<file path="src/rtl/pulse_seq_pkg.sv">
// ---------------------------------------------------------------------------
// pulse_seq_pkg
// Shared definitions for the pulse sequencer:
//   - phase codes and the phase_e state enum (IDLE..LOW, 3 bits)
//   - sat_t, a signed working type wide enough for DW+1-bit arithmetic
//     for any amplitude width up to 32 bits
//   - sat_add(): level + step, clamped at a limit in the direction of
//     travel and then clamped to the signed range of the amplitude code
// ---------------------------------------------------------------------------
package pulse_seq_pkg;

    localparam logic [2:0] PH_IDLE  = 3'd0;
    localparam logic [2:0] PH_DELAY = 3'd1;
    localparam logic [2:0] PH_RISE  = 3'd2;
    localparam logic [2:0] PH_HIGH  = 3'd3;
    localparam logic [2:0] PH_FALL  = 3'd4;
    localparam logic [2:0] PH_LOW   = 3'd5;

    typedef enum logic [2:0] {
        ST_IDLE  = PH_IDLE,
        ST_DELAY = PH_DELAY,
        ST_RISE  = PH_RISE,
        ST_HIGH  = PH_HIGH,
        ST_FALL  = PH_FALL,
        ST_LOW   = PH_LOW
    } phase_e;

    // Working width: one guard bit above the widest supported amplitude code.
    localparam int SAT_W = 33;
    typedef logic signed [SAT_W-1:0] sat_t;

    // level + step, clamped at limit in the direction of travel (dir_up=1
    // means the ramp moves upwards towards limit), then clamped to the
    // signed range of a dw-bit code so a wrong-signed step cannot wrap.
    function automatic sat_t sat_add(
        input sat_t        level,
        input sat_t        step,
        input sat_t        limit,
        input logic        dir_up,
        input int unsigned dw
    );
        sat_t one_v;
        sat_t sum_v;
        sat_t max_v;
        sat_t min_v;
        sat_t res_v;
        one_v = 33'sd1;
        sum_v = level + step;
        max_v = (one_v <<< (dw - 32'd1)) - one_v;
        min_v = ~max_v;
        if (dir_up) begin
            res_v = (sum_v > limit) ? limit : sum_v;
        end else begin
            res_v = (sum_v < limit) ? limit : sum_v;
        end
        if (res_v > max_v) begin
            res_v = max_v;
        end else if (res_v < min_v) begin
            res_v = min_v;
        end else begin
            res_v = res_v;
        end
        return res_v;
    endfunction

endpackage

</file>
<file path="src/rtl/pulse_seq_ramp.sv">
// ---------------------------------------------------------------------------
// pulse_seq_ramp
// Holds the amplitude register and its per-phase update rule. The FSM
// supplies the current and next phase; the level for the next cycle is
// chosen from the phase being entered or continued.
//
// Ports:
//   clk, rst_n    clock, asynchronous active-low reset (level -> 0)
//   phase_cur     phase of the current cycle
//   phase_nxt     phase of the next cycle
//   iv, pv        initial/low and pulse/high levels (effective config)
//   rstep, fstep  signed per-cycle increments for rise and fall
//   level         registered amplitude code
// ---------------------------------------------------------------------------
module pulse_seq_ramp
    import pulse_seq_pkg::*;
#(
    parameter int DW = 16
) (
    input  logic          clk,
    input  logic          rst_n,
    input  phase_e        phase_cur,
    input  phase_e        phase_nxt,
    input  logic [DW-1:0] iv,
    input  logic [DW-1:0] pv,
    input  logic [DW-1:0] rstep,
    input  logic [DW-1:0] fstep,
    output logic [DW-1:0] level
);

    logic [DW-1:0] level_q;
    logic [DW-1:0] level_d;

    sat_t lvl_x_s;
    sat_t iv_x_s;
    sat_t pv_x_s;
    sat_t rstep_x_s;
    sat_t fstep_x_s;
    sat_t rise_base_s;
    sat_t fall_base_s;
    sat_t rise_v_s;
    sat_t fall_v_s;
    logic rise_up_s;
    logic fall_up_s;

    assign lvl_x_s   = {{(SAT_W-DW){level_q[DW-1]}}, level_q};
    assign iv_x_s    = {{(SAT_W-DW){iv[DW-1]}}, iv};
    assign pv_x_s    = {{(SAT_W-DW){pv[DW-1]}}, pv};
    assign rstep_x_s = {{(SAT_W-DW){rstep[DW-1]}}, rstep};
    assign fstep_x_s = {{(SAT_W-DW){fstep[DW-1]}}, fstep};

    // Rise travels iv -> pv, fall travels pv -> iv.
    assign rise_up_s = (pv_x_s >= iv_x_s);
    assign fall_up_s = (iv_x_s >= pv_x_s);

    // Saturating step candidates; a ramp entered fresh starts from its origin
    // level so a skipped neighbour phase cannot leave a stale starting point.
    always_comb begin
        rise_base_s = (phase_cur == ST_RISE) ? lvl_x_s : iv_x_s;
        fall_base_s = (phase_cur == ST_FALL) ? lvl_x_s : pv_x_s;
        rise_v_s    = sat_add(rise_base_s, rstep_x_s, pv_x_s, rise_up_s, DW);
        fall_v_s    = sat_add(fall_base_s, fstep_x_s, iv_x_s, fall_up_s, DW);
    end

    // Next level selected by the phase of the next cycle; HIGH forces pv,
    // which is also how the end of a rise snaps to the pulse level.
    always_comb begin
        level_d = level_q;
        case (phase_nxt)
            ST_RISE:  level_d = rise_v_s[DW-1:0];
            ST_HIGH:  level_d = pv;
            ST_FALL:  level_d = fall_v_s[DW-1:0];
            ST_IDLE:  level_d = iv;
            ST_DELAY: level_d = iv;
            ST_LOW:   level_d = iv;
            default:  level_d = iv;
        endcase
    end

    // Amplitude register.
    always_ff @(posedge clk or negedge rst_n) begin
        if (!rst_n) begin
            level_q <= {DW{1'b0}};
        end else begin
            level_q <= level_d;
        end
    end

    assign level = level_q;

endmodule

</file>
<file path="src/rtl/pulse_sequencer.sv">
// ---------------------------------------------------------------------------
// pulse_sequencer
// Timing controller for a rectangular/trapezoidal pulse source. After a
// start strobe it walks DELAY once, then repeats RISE, HIGH, FALL, LOW until
// stopped, driving an amplitude code through pulse_seq_ramp.
//
// Build option: define PULSE_SEQ_BURST_EN to add cfg_nburst/burst_done; a
// non-zero burst count returns the sequencer to IDLE after that many periods.
//
// Ports:
//   clk, rst_n            clock, asynchronous active-low reset
//   cfg_valid/cfg_ready   configuration handshake (ready only in IDLE)
//   cfg_td..cfg_tl        delay/rise/high/fall/low durations in cycles
//   cfg_iv, cfg_pv        initial/low and pulse/high levels
//   cfg_rstep, cfg_fstep  signed per-cycle rise/fall increments
//   cfg_nburst            periods per burst, 0 = endless (burst build only)
//   start, stop           single-cycle strobes, stop wins
//   level                 amplitude code
//   phase                 current state code (IDLE=0 .. LOW=5)
//   busy                  not IDLE
//   period_done           high during the last LOW cycle of each period
//   burst_done            high with the final period_done (burst build only)
// ---------------------------------------------------------------------------
module pulse_sequencer
    import pulse_seq_pkg::*;
#(
    parameter int CW = 24,
    parameter int DW = 16
) (
    input  logic          clk,
    input  logic          rst_n,
    input  logic          cfg_valid,
    output logic          cfg_ready,
    input  logic [CW-1:0] cfg_td,
    input  logic [CW-1:0] cfg_tr,
    input  logic [CW-1:0] cfg_th,
    input  logic [CW-1:0] cfg_tf,
    input  logic [CW-1:0] cfg_tl,
    input  logic [DW-1:0] cfg_iv,
    input  logic [DW-1:0] cfg_pv,
    input  logic [DW-1:0] cfg_rstep,
    input  logic [DW-1:0] cfg_fstep,
`ifdef PULSE_SEQ_BURST_EN
    input  logic [15:0]   cfg_nburst,
    output logic          burst_done,
`endif
    input  logic          start,
    input  logic          stop,
    output logic [DW-1:0] level,
    output logic [2:0]    phase,
    output logic          busy,
    output logic          period_done
);

    localparam logic [CW-1:0] CNT_ZERO = {CW{1'b0}};
    localparam logic [CW-1:0] CNT_ONE  = {{(CW-1){1'b0}}, 1'b1};

    // Shadow configuration.
    logic [CW-1:0] td_q, tr_q, th_q, tf_q, tl_q;
    logic [CW-1:0] td_d, tr_d, th_d, tf_d, tl_d;
    logic [DW-1:0] iv_q, pv_q, rstep_q, fstep_q;
    logic [DW-1:0] iv_d, pv_d, rstep_d, fstep_d;

    // Sequencer state.
    phase_e        state_q, state_d;
    logic [CW-1:0] cnt_q, cnt_d;
    logic          busy_q, busy_d;
    logic          cfg_ready_q, cfg_ready_d;
    logic          pdone_q, pdone_d;

    logic          xfer_s;
    logic          enter_s;
    phase_e        target_s;
    phase_e        res_state_s;
    logic [CW-1:0] res_cnt_s;
    logic          last_s;

`ifdef PULSE_SEQ_BURST_EN
    logic [15:0]   nburst_q, nburst_d;
    logic [15:0]   bcnt_q, bcnt_d;
    logic          bdone_q, bdone_d;

    // The period now ending is the last one of a finite burst.
    assign last_s = (nburst_d != 16'd0) &&
                    (({1'b0, bcnt_q} + 17'd1) == {1'b0, nburst_d});
`else
    assign last_s = 1'b0;
`endif

    assign xfer_s = cfg_valid && cfg_ready_q;

    // Shadow next values; the _d copies double as the effective config so a
    // start in the transfer cycle already sees the new settings.
    always_comb begin
        if (xfer_s) begin
            td_d    = cfg_td;
            tr_d    = cfg_tr;
            th_d    = cfg_th;
            tf_d    = cfg_tf;
            tl_d    = cfg_tl;
            iv_d    = cfg_iv;
            pv_d    = cfg_pv;
            rstep_d = cfg_rstep;
            fstep_d = cfg_fstep;
        end else begin
            td_d    = td_q;
            tr_d    = tr_q;
            th_d    = th_q;
            tf_d    = tf_q;
            tl_d    = tl_q;
            iv_d    = iv_q;
            pv_d    = pv_q;
            rstep_d = rstep_q;
            fstep_d = fstep_q;
        end
    end

`ifdef PULSE_SEQ_BURST_EN
    // Burst length shadow.
    always_comb begin
        if (xfer_s) begin
            nburst_d = cfg_nburst;
        end else begin
            nburst_d = nburst_q;
        end
    end
`endif

    // Shadow configuration registers.
    always_ff @(posedge clk or negedge rst_n) begin
        if (!rst_n) begin
            td_q    <= CNT_ZERO;
            tr_q    <= CNT_ZERO;
            th_q    <= CNT_ZERO;
            tf_q    <= CNT_ZERO;
            tl_q    <= CNT_ZERO;
            iv_q    <= {DW{1'b0}};
            pv_q    <= {DW{1'b0}};
            rstep_q <= {DW{1'b0}};
            fstep_q <= {DW{1'b0}};
        end else begin
            td_q    <= td_d;
            tr_q    <= tr_d;
            th_q    <= th_d;
            tf_q    <= tf_d;
            tl_q    <= tl_d;
            iv_q    <= iv_d;
            pv_q    <= pv_d;
            rstep_q <= rstep_d;
            fstep_q <= fstep_d;
        end
    end

    // Next state and counter. A phase entered with a zero duration falls
    // through to the next one in the same cycle; LOW always lasts >= 1 cycle.
    always_comb begin
        state_d     = state_q;
        cnt_d       = cnt_q;
        enter_s     = 1'b0;
        target_s    = ST_IDLE;
        res_state_s = ST_LOW;
        res_cnt_s   = CNT_ONE;
`ifdef PULSE_SEQ_BURST_EN
        bcnt_d      = bcnt_q;
`endif
        case (state_q)
            ST_IDLE: begin
                if (start && !stop) begin
                    enter_s  = 1'b1;
                    target_s = ST_DELAY;
`ifdef PULSE_SEQ_BURST_EN
                    bcnt_d   = 16'd0;
`endif
                end else begin
                    state_d = ST_IDLE;
                end
            end
            ST_DELAY: begin
                if (cnt_q == CNT_ONE) begin
                    enter_s  = 1'b1;
                    target_s = ST_RISE;
                end else begin
                    cnt_d = cnt_q - CNT_ONE;
                end
            end
            ST_RISE: begin
                if (cnt_q == CNT_ONE) begin
                    enter_s  = 1'b1;
                    target_s = ST_HIGH;
                end else begin
                    cnt_d = cnt_q - CNT_ONE;
                end
            end
            ST_HIGH: begin
                if (cnt_q == CNT_ONE) begin
                    enter_s  = 1'b1;
                    target_s = ST_FALL;
                end else begin
                    cnt_d = cnt_q - CNT_ONE;
                end
            end
            ST_FALL: begin
                if (cnt_q == CNT_ONE) begin
                    enter_s  = 1'b1;
                    target_s = ST_LOW;
                end else begin
                    cnt_d = cnt_q - CNT_ONE;
                end
            end
            ST_LOW: begin
                if (cnt_q == CNT_ONE) begin
`ifdef PULSE_SEQ_BURST_EN
                    bcnt_d = bcnt_q + 16'd1;
`endif
                    if (last_s) begin
                        state_d = ST_IDLE;
                        cnt_d   = CNT_ZERO;
                    end else begin
                        enter_s  = 1'b1;
                        target_s = ST_RISE;
                    end
                end else begin
                    cnt_d = cnt_q - CNT_ONE;
                end
            end
            default: begin
                state_d = ST_IDLE;
                cnt_d   = CNT_ZERO;
            end
        endcase

        // Zero-duration fall-through, in phase order.
        res_state_s = target_s;
        if ((res_state_s == ST_DELAY) && (td_d == CNT_ZERO)) begin
            res_state_s = ST_RISE;
        end else begin
            res_state_s = res_state_s;
        end
        if ((res_state_s == ST_RISE) && (tr_d == CNT_ZERO)) begin
            res_state_s = ST_HIGH;
        end else begin
            res_state_s = res_state_s;
        end
        if ((res_state_s == ST_HIGH) && (th_d == CNT_ZERO)) begin
            res_state_s = ST_FALL;
        end else begin
            res_state_s = res_state_s;
        end
        if ((res_state_s == ST_FALL) && (tf_d == CNT_ZERO)) begin
            res_state_s = ST_LOW;
        end else begin
            res_state_s = res_state_s;
        end
        case (res_state_s)
            ST_DELAY: res_cnt_s = td_d;
            ST_RISE:  res_cnt_s = tr_d;
            ST_HIGH:  res_cnt_s = th_d;
            ST_FALL:  res_cnt_s = tf_d;
            ST_LOW:   res_cnt_s = (tl_d == CNT_ZERO) ? CNT_ONE : tl_d;
            default:  res_cnt_s = CNT_ONE;
        endcase

        if (enter_s) begin
            state_d = res_state_s;
            cnt_d   = res_cnt_s;
        end else begin
            state_d = state_d;
        end

        // Abort overrides everything, including a coincident start.
        if (stop && (state_q != ST_IDLE)) begin
            state_d = ST_IDLE;
            cnt_d   = CNT_ZERO;
        end else begin
            state_d = state_d;
        end
    end

    // Registered status flags, derived from the next state.
    always_comb begin
        busy_d      = (state_d != ST_IDLE);
        cfg_ready_d = (state_d == ST_IDLE);
        pdone_d     = (state_d == ST_LOW) && (cnt_d == CNT_ONE);
`ifdef PULSE_SEQ_BURST_EN
        bdone_d     = pdone_d && (nburst_d != 16'd0) &&
                      (({1'b0, bcnt_d} + 17'd1) == {1'b0, nburst_d});
`endif
    end

    // State, counter and flag registers.
    always_ff @(posedge clk or negedge rst_n) begin
        if (!rst_n) begin
            state_q     <= ST_IDLE;
            cnt_q       <= CNT_ZERO;
            busy_q      <= 1'b0;
            cfg_ready_q <= 1'b1;
            pdone_q     <= 1'b0;
        end else begin
            state_q     <= state_d;
            cnt_q       <= cnt_d;
            busy_q      <= busy_d;
            cfg_ready_q <= cfg_ready_d;
            pdone_q     <= pdone_d;
        end
    end

`ifdef PULSE_SEQ_BURST_EN
    // Burst length, period count and burst-complete flag.
    always_ff @(posedge clk or negedge rst_n) begin
        if (!rst_n) begin
            nburst_q <= 16'd0;
            bcnt_q   <= 16'd0;
            bdone_q  <= 1'b0;
        end else begin
            nburst_q <= nburst_d;
            bcnt_q   <= bcnt_d;
            bdone_q  <= bdone_d;
        end
    end

    assign burst_done = bdone_q;
`endif

    pulse_seq_ramp #(
        .DW (DW)
    ) u_ramp (
        .clk       (clk),
        .rst_n     (rst_n),
        .phase_cur (state_q),
        .phase_nxt (state_d),
        .iv        (iv_d),
        .pv        (pv_d),
        .rstep     (rstep_d),
        .fstep     (fstep_d),
        .level     (level)
    );

    assign cfg_ready   = cfg_ready_q;
    assign phase       = state_q;
    assign busy        = busy_q;
    assign period_done = pdone_q;

endmodule
</file>
<file path="config.mk">
export PLATFORM = sky130hd
export DESIGN_NAME = pulse_sequencer
export DESIGN_NICKNAME = d
export VERILOG_FILES = /design/src/rtl/pulse_seq_pkg.sv /design/src/rtl/pulse_seq_ramp.sv /design/src/rtl/pulse_sequencer.sv
export SDC_FILE = /design/constraint.sdc
export NUM_CORES = 1
export LEC_CHECK = 0
export CAP_MARGIN = 0
export CORE_UTILIZATION = 37
export DETAILED_ROUTE_END_ITERATION = 16
export PLACE_DENSITY = 0.59
export SKIP_CTS_REPAIR_TIMING = 1
export SYNTH_ARGS = -nofsm -noshare
export SYNTH_HDL_FRONTEND = slang
export SYNTH_HIERARCHICAL = 1
export SYNTH_SLANG_ARGS = --single-unit
export TNS_END_PERCENT = 50
</file>
<file path="constraint.sdc">
create_clock -name clk -period 14.3 [get_ports clk]
set_input_delay 1.43 -clock clk [delete_from_list [all_inputs] [get_ports clk]]
set_output_delay 1.43 -clock clk [all_outputs]
set_load 0.02 [all_outputs]
</file>
==> results of run 1 <==
## worst paths after layout
kind                       slack, ns         endpoint  cells after the start
max                             4.37  u_ramp/level[8]                     28
min                             0.48      rstep_q[10]                      2
max reg2reg                     5.21  u_ramp/level[8]                     22
min reg2reg                     0.48      rstep_q[10]                      2
max in group asynchronous      11.96         iv_q[13]                      2
min in group asynchronous       0.90         td_q[10]                      1
## cell usage in the layout, fill, tap and decap left out, drive strengths merged, types with 12 or more instances in the layout
cell type      synthesis  routed
nor2                  74      74
nor2b                 12      12
nand2b                13      13
inv                   72      72
o31ai                 18      18
and3                  18      18
nand2                613     613
a31oi                 22      22
a31o                  17      17
dfrtp                229     229
a21oi                 95      95
nand4                 37      37
o211ai                18      18
nand3                 48      48
clkbuf                61      38
o21a                  12      12
xnor2                 15      15
a21o                  35      35
a22oi                 20      20
mux2i                 45      45
nor4                  66      66
clkdlybuf4s50          0     209
buf                   37      25
nor3                  33      33
a211oi                19      19
o21ai                106     106
or3                   15      15
ha                   116     116
o2111ai               24      24
## kinds of logic (layout without fill, tap and decap cells)
kind of cell | after synthesis | in the layout | share of synthesized area (%)
XOR/XNOR | 25 | 25 | 1.329
adder cells (fa/ha/maj) | 122 | 122 | 9.539
AND/OR/NAND/NOR | 966 | 966 | 26.67
multiplexers | 48 | 48 | 3.015
flip-flops | 230 | 230 | 34.94
AO/OA/AOI/OAI | 481 | 481 | 20.29
buffers and inverters | 170 | 356 | 4.207
## routing by layer
| layer | vias up | part of all wire [%] | GRT usage [%] |
|---|---|---|---|
| li1 | 7701 | - | - |
| met1 | 7955 | 46 | 40.50 |
| met2 | 674 | 45 | 42.94 |
| met3 | 84 | 7.2 | 3.971 |
| met4 | 0 | 2.1 | 6.028 |
| met5 | - | 0 | 0 |
## report_power, final
group / total, uW / leakage [uW] / internal, uW / switching (uW)
Clock: 764 / 0.000478 / 465 / 299
Combinational: 1340 / 0.00594 / 523 / 815
Sequential: 836 / 0.00282 / 758 / 78.0
Total: 2940 / 0.00923 / 1750 / 1190
## final cells by class
class / count / area (sq um) / area share, %
Tap cell: 585 / 732.0 / 3.646
Timing Repair Buffer: 234 / 2300 / 11.45
Clock buffer: 38 / 809.5 / 4.032
Multi-Input combinational cell: 1642 / 10040 / 50.03
Inverter: 72 / 270.3 / 1.346
Clock inverter: 12 / 165.2 / 0.8226
Sequential cell: 230 / 5757 / 28.67
## state kept, by name (all words and copies together) (netlist names)
| register | flops |
|---|---|
| tl_q | 24 |
| rstep_q | 16 |
| phase | 3 |
| tr_q | 24 |
| fstep_q | 16 |
| cfg_ready | 1 |
| iv_q | 16 |
| busy | 1 |
| u_ramp/level | 16 |
| td_q | 24 |
| cnt_q | 24 |
| tf_q | 24 |
| period_done | 1 |
| pv_q | 16 |
| th_q | 24 |
## worst max-delay path: stages
cell	delay, ns
clkdlybuf4s50_1	0.47
nand2_4	0.65
buf_12	0.54
nand2_1	0.10
nand2_1	0.14
inv_1	0.11
o21ai_0	0.19
ha_1	0.25
nor3_1	0.07
o21a_1	0.12
o41ai_2	0.49
a31oi_1	0.22
or2_1	0.36
nand2_1	0.14
a21o_1	0.12
a21oi_1	0.08
fa_1	0.48
ha_1	0.43
nand4_1	0.19
nor4_2	0.44
nand2_1	0.10
a31oi_1	0.17
nor3b_1	0.11
o21ai_0	0.09
and3_1	0.97
mux2_2	0.43
o21ai_1	1.08
o2111ai_1	0.27
## through the flow
stage          area (sq um)  std cells  setup slack [ns]
4_1_cts               20080       2813             4.575
3_3_place_gp          19100       2763             4.314
6_report              20080       2813             4.373
2_1_floorplan         16470       2042             5.104
5_1_grt               20080       2813             3.760
3_5_place_dp          19100       2763             4.031
==> flow_summary.json, run 1 <==
{
  "num_rows": 76,
  "synth_seq_area_share_pct": 34.94,
  "coreArea_sq_um": 43460,
  "synth_top_cells_by_area": "dfrtp_1 35%, nand2_1 14%, ha_1 8.8%",
  "syn_area_sq_um": 16470,
  "hold_class": "register to register",
  "syn_to_final_growth_pct": 21.87,
  "slew_headroom_pct": 4.327,
  "fin_crit_sh_pct": 69.42,
  "cp_max_fo": 120,
  "grt_pass1_wl_mm": 95.15,
  "tightest_slew_ns": 1.426,
  "ys_dominant_reg_cell": "dfrtp_1",
  "setup.worst_path.start_class": "input port",
  "gp_congestion": 0.9290,
  "num_vias": 16410,
  "p_per_area_nw_per_um2": 146.3,
  "ys_seq_elements": 230,
  "worst_setup_path_end_kind": "register",
  "required_ns": 14.68,
  "grt_usage_pct": 27.68,
  "outcome": "finished, final reports clean",
  "rsz0062_at_grt": "false",
  "htreeDepth": 1,
  "grt-ovfl-total": 0,
  "syn_nets": 2353,
  "cts_root_buf": "clkbuf_16",
  "antenna_found_initial": 1,
  "yosysUniqueCellTypes": 100,
  "p_leak_uw": 0.009233,
  "routed_wl_mm": 63.26,
  "io_pins": 211,
  "clock_skew_ns": 0.01460,
  "drv_cap": 0,
  "synth_edf_count": 0,
  "grt_max_degree": 121,
  "fmaxAchievable_ghz": 0.1007,
  "hp-start": "rstep_q[10]",
  "grt_pass1_vias": 15940,
  "yosysTopAreaCell": "dfrtp_1",
  "drt_iter0_drc": 1764,
  "start_util_pct": 37.91,
  "cts_tree": "built",
  "hold_viol_final": 0,
  "syn_inst": 2042,
  "synth.most_common_cell": "nand2_1",
  "clk_latency_ns": 0.57,
  "setup_viol_count_final": 0,
  "clk_path_buf_depth": 3,
  "holdWs_ns": 0.4802,
  "portBuffers": 210,
  "diodes": 0,
  "drv_slew": 0,
  "synth_async_sr_flop_share_pct": 100.0,
  "path_class": "input port to register",
  "drive_gt1_share_pct": 5.835,
  "clkSinkCount": 230,
  "drc": 0,
  "detail_route.vias_per_cell": 5.835,
  "crit_start": "cfg_valid",
  "synth_top_cells_by_count": "613 x nand2_1, 229 x dfrtp_1, 116 x ha_1, 101 x o21ai_0, 93 x a21oi_1",
  "path_clk_slew_ns": 0.06,
  "hpwl_mm": 48.94,
  "min_period_ns": 9.927,
  "numCtsBuffers": 28,
  "postRouteAntennaNets": 0,
  "r2r-start": "cfg_ready",
  "dr.pass1.iters": 7,
  "synth_top_area_share_pct": 34.78,
  "die_h_um": 213.0,
  "wl_per_cell_um": 22.49,
  "final_nets": 2519,
  "synth_area_per_cell_sq_um": 8.068,
  "final.fill_count": 4357,
  "ys_warn_count": 6,
  "dieArea_sq_um": 45370,
  "worstPathArrival_ns": 10.31,
  "die-width_um": 213.0,
  "final_util_pct": 46.20,
  "peakVddDrop_mv": 0.1501,
  "finalPower_uw": 2937,
  "setup-tns-final_ns": 0
}
Power figures use the tool's default switching activity.
==> run 2: changes to the inputs <==
==> constraint.sdc (replaced) <==
create_clock -name clk -period 10 [get_ports clk]
set_input_delay 1 -clock clk [delete_from_list [all_inputs] [get_ports clk]]
set_output_delay 1 -clock clk [all_outputs]
set_load 0.02 [all_outputs]
==> run 2 against run 1 <==
  * Combinational power is 42% higher
  * Power is 40% higher
  * Register-to-register slack worse by 2.9 ns
  * Critical endpoint is now u_ramp/level[11]
  * Clock-buffer cell count is 3 higher
  * Die area stayed put
  * Core utilization is 0.18 points lower
  * Clock power is 32% higher
  * Highest routed layer is now met5
  * Global-route usage is 0.53 points lower
  * Sequential share of layout area is 0.11 points higher
  * Sequential power is 44% higher
  * Non-clock buffer count is 1 lower
==> flow_summary.json, run 2 (synthesis results as in run 1) <==
{
  "gp_congestion": 0.9794,
  "comb_power_share_pct": 46.2,
  "wl_per_cell_um": 21.93,
  "tightest_slew_ns": 1.450,
  "cts_tree": "built",
  "cp_max_fo": 43,
  "drive_gt1_share_pct": 5.740,
  "worst_setup_path_end_kind": "register",
  "grt_pass1_wl_mm": 92.88,
  "postRouteAntennaNets": 0,
  "reg2reg_slack_ns": 2.36,
  "htreeDepth": 1,
  "portBuffers": 210,
  "layout_common_cells": "612 x nand2_1, 229 x dfrtp_1, 209 x clkdlybuf4s50_1",
  "antenna_found_initial": 3,
  "start_util_pct": 37.91,
  "pre_cts_ws_ns": 1.461,
  "slew_headroom_pct": 2.953,
  "syn_to_final_growth_pct": 21.39,
  "diodes": 0,
  "clk_latency_ns": 0.56,
  "layout_commonest_cell": "nand2_1",
  "swShare_pct": 41.08,
  "drt_iter0_drc": 1508,
  "r2r-start": "cfg_ready",
  "num_rows": 76,
  "hpwl_mm": 48.46,
  "drv_slew": 0,
  "peakVddDrop_mv": 0.1355,
  "reg2regPathDepth": 23,
  "final_util_pct": 46.02,
  "cts_root_buf": "clkbuf_16",
  "num_vias": 16340,
  "io_pins": 211,
  "power_frac_seq_pct": 29.1,
  "numCtsBuffers": 29,
  "holdWs_ns": 0.4343,
  "die-width_um": 213.0,
  "clkSinkCount": 230,
  "intPower_uw": 2420,
  "p_per_area_nw_per_um2": 205.4,
  "routed_wl_mm": 61.73,
  "dr.pass1.iters": 5,
  "rsz0062_at_grt": "false",
  "hold_class": "input port to async pin",
  "outcome": "finished, final reports clean",
  "clk_path_buf_depth": 3,
  "worst-path-stages": 25,
  "hold_viol_final": 0,
  "drc": 0,
  "grt_max_degree": 81,
  "coreArea_sq_um": 43460,
  "cp_top_family": "compound AO/OA/AOI/OAI gates",
  "setup-tns-final_ns": 0,
  "worstPathArrival_ns": 8.55,
  "crit_start": "cfg_valid",
  "p_sw_uw": 1687,
  "fin_crit_sh_pct": 81.40,
  "grt_usage_pct": 27.15,
  "die_h_um": 213.0,
  "p_clk_share_pct": 24.7,
  "crit_slowest_cell": "a21oi_2",
  "required_ns": 10.41,
  "path_clk_slew_ns": 0.06,
  "dieArea_sq_um": 45370,
  "drv_cap": 0,
  "min_period_ns": 8.140,
  "grt_pass1_vias": 15730,
  "path_buf_inv": 3,
  "slowest_delay_ns": 0.70,
  "setup.worst_path.start_class": "input port",
  "final_nets": 2519,
  "grt-ovfl-total": 0,
  "setup_ws_ns": 1.860,
  "fmaxAchievable_ghz": 0.1229,
  "clock_skew_ns": 0.01767,
  "detail_route.vias_per_cell": 5.806,
  "setup_viol_count_final": 0,
  "p_leak_uw": 0.009194,
  "path_class": "input port to register"
}
-- run 2: final timing paths --
| path | end |
|---|---|
| setup / recovery | u_ramp/level[11] |
| hold / removal | td_q[17] |
| setup reg to reg | u_ramp/level[11] |
| hold reg to reg | fstep_q[5] |
| max in group asynchronous | tf_q[14] |
| min in group clk | fstep_q[5] |
-- run 2: worst reg2reg max path: stages (launching register included) --
cell	delay (ns)
dfstp_2	0.58
and2_4	0.52
nand2_1	0.12
nand2_1	0.16
inv_1	0.08
o21ai_0	0.31
ha_1	0.31
a211o_1	0.29
a21oi_1	0.25
a211oi_1	0.18
o41ai_1	0.69
o211ai_1	0.42
nand2_1	0.20
ha_1	0.16
nand3_1	0.09
or3_1	0.45
nor4_1	0.51
o22ai_1	0.17
a31oi_2	0.41
mux2_2	0.39
a21oi_2	0.70
nor2_1	0.11
o21ai_0	0.22
o2111ai_1	0.15
-- run 2: per-stage QoR --
| stage | instance area [sq um] | std cells | total power [uW] |
|---|---|---|---|
| 2_1_floorplan | 16470 | 2042 | 2472 |
| 3_3_place_gp | 19080 | 2762 | 3038 |
| 3_5_place_dp | 19080 | 2762 | 3067 |
| 4_1_cts | 20000 | 2815 | 4093 |
| 5_1_grt | 20000 | 2815 | 4367 |
| 6_report | 20000 | 2815 | 4107 |
-- run 2: routing by layer --
layer  track usage, %  part of all wire [%]  up-vias
li1                 -                     -     7719
met1            37.03                    43     7832
met4            8.484                   3.2        2
met5                0                 0.026        -
met2            41.73                    44      686
met3            7.133                   9.5      104
-- run 2: cell type report --
| type | instances | area, sq um |
|---|---|---|
| inverter | 72 | 270.3 |
| tap | 585 | 732.0 |
| clock inverter | 12 | 102.6 |
| fill | 4372 | 23460 |
| clock buffer | 41 | 810.8 |
| multi-input combinational | 1642 | 10050 |
| sequential | 230 | 5757 |
| timing repair buffer | 233 | 2280 |
-- run 2: power by group through the flow --
stage          combinational (uW)  sequential, uW  clock (uW)
5_1_grt                      2090            1210        1070
6_report                     1900            1200        1010
3_5_place_dp                 1860            1210           0
4_1_cts                      1870            1200        1030
3_3_place_gp                 1830            1210           0
2_1_floorplan                1280            1190           0
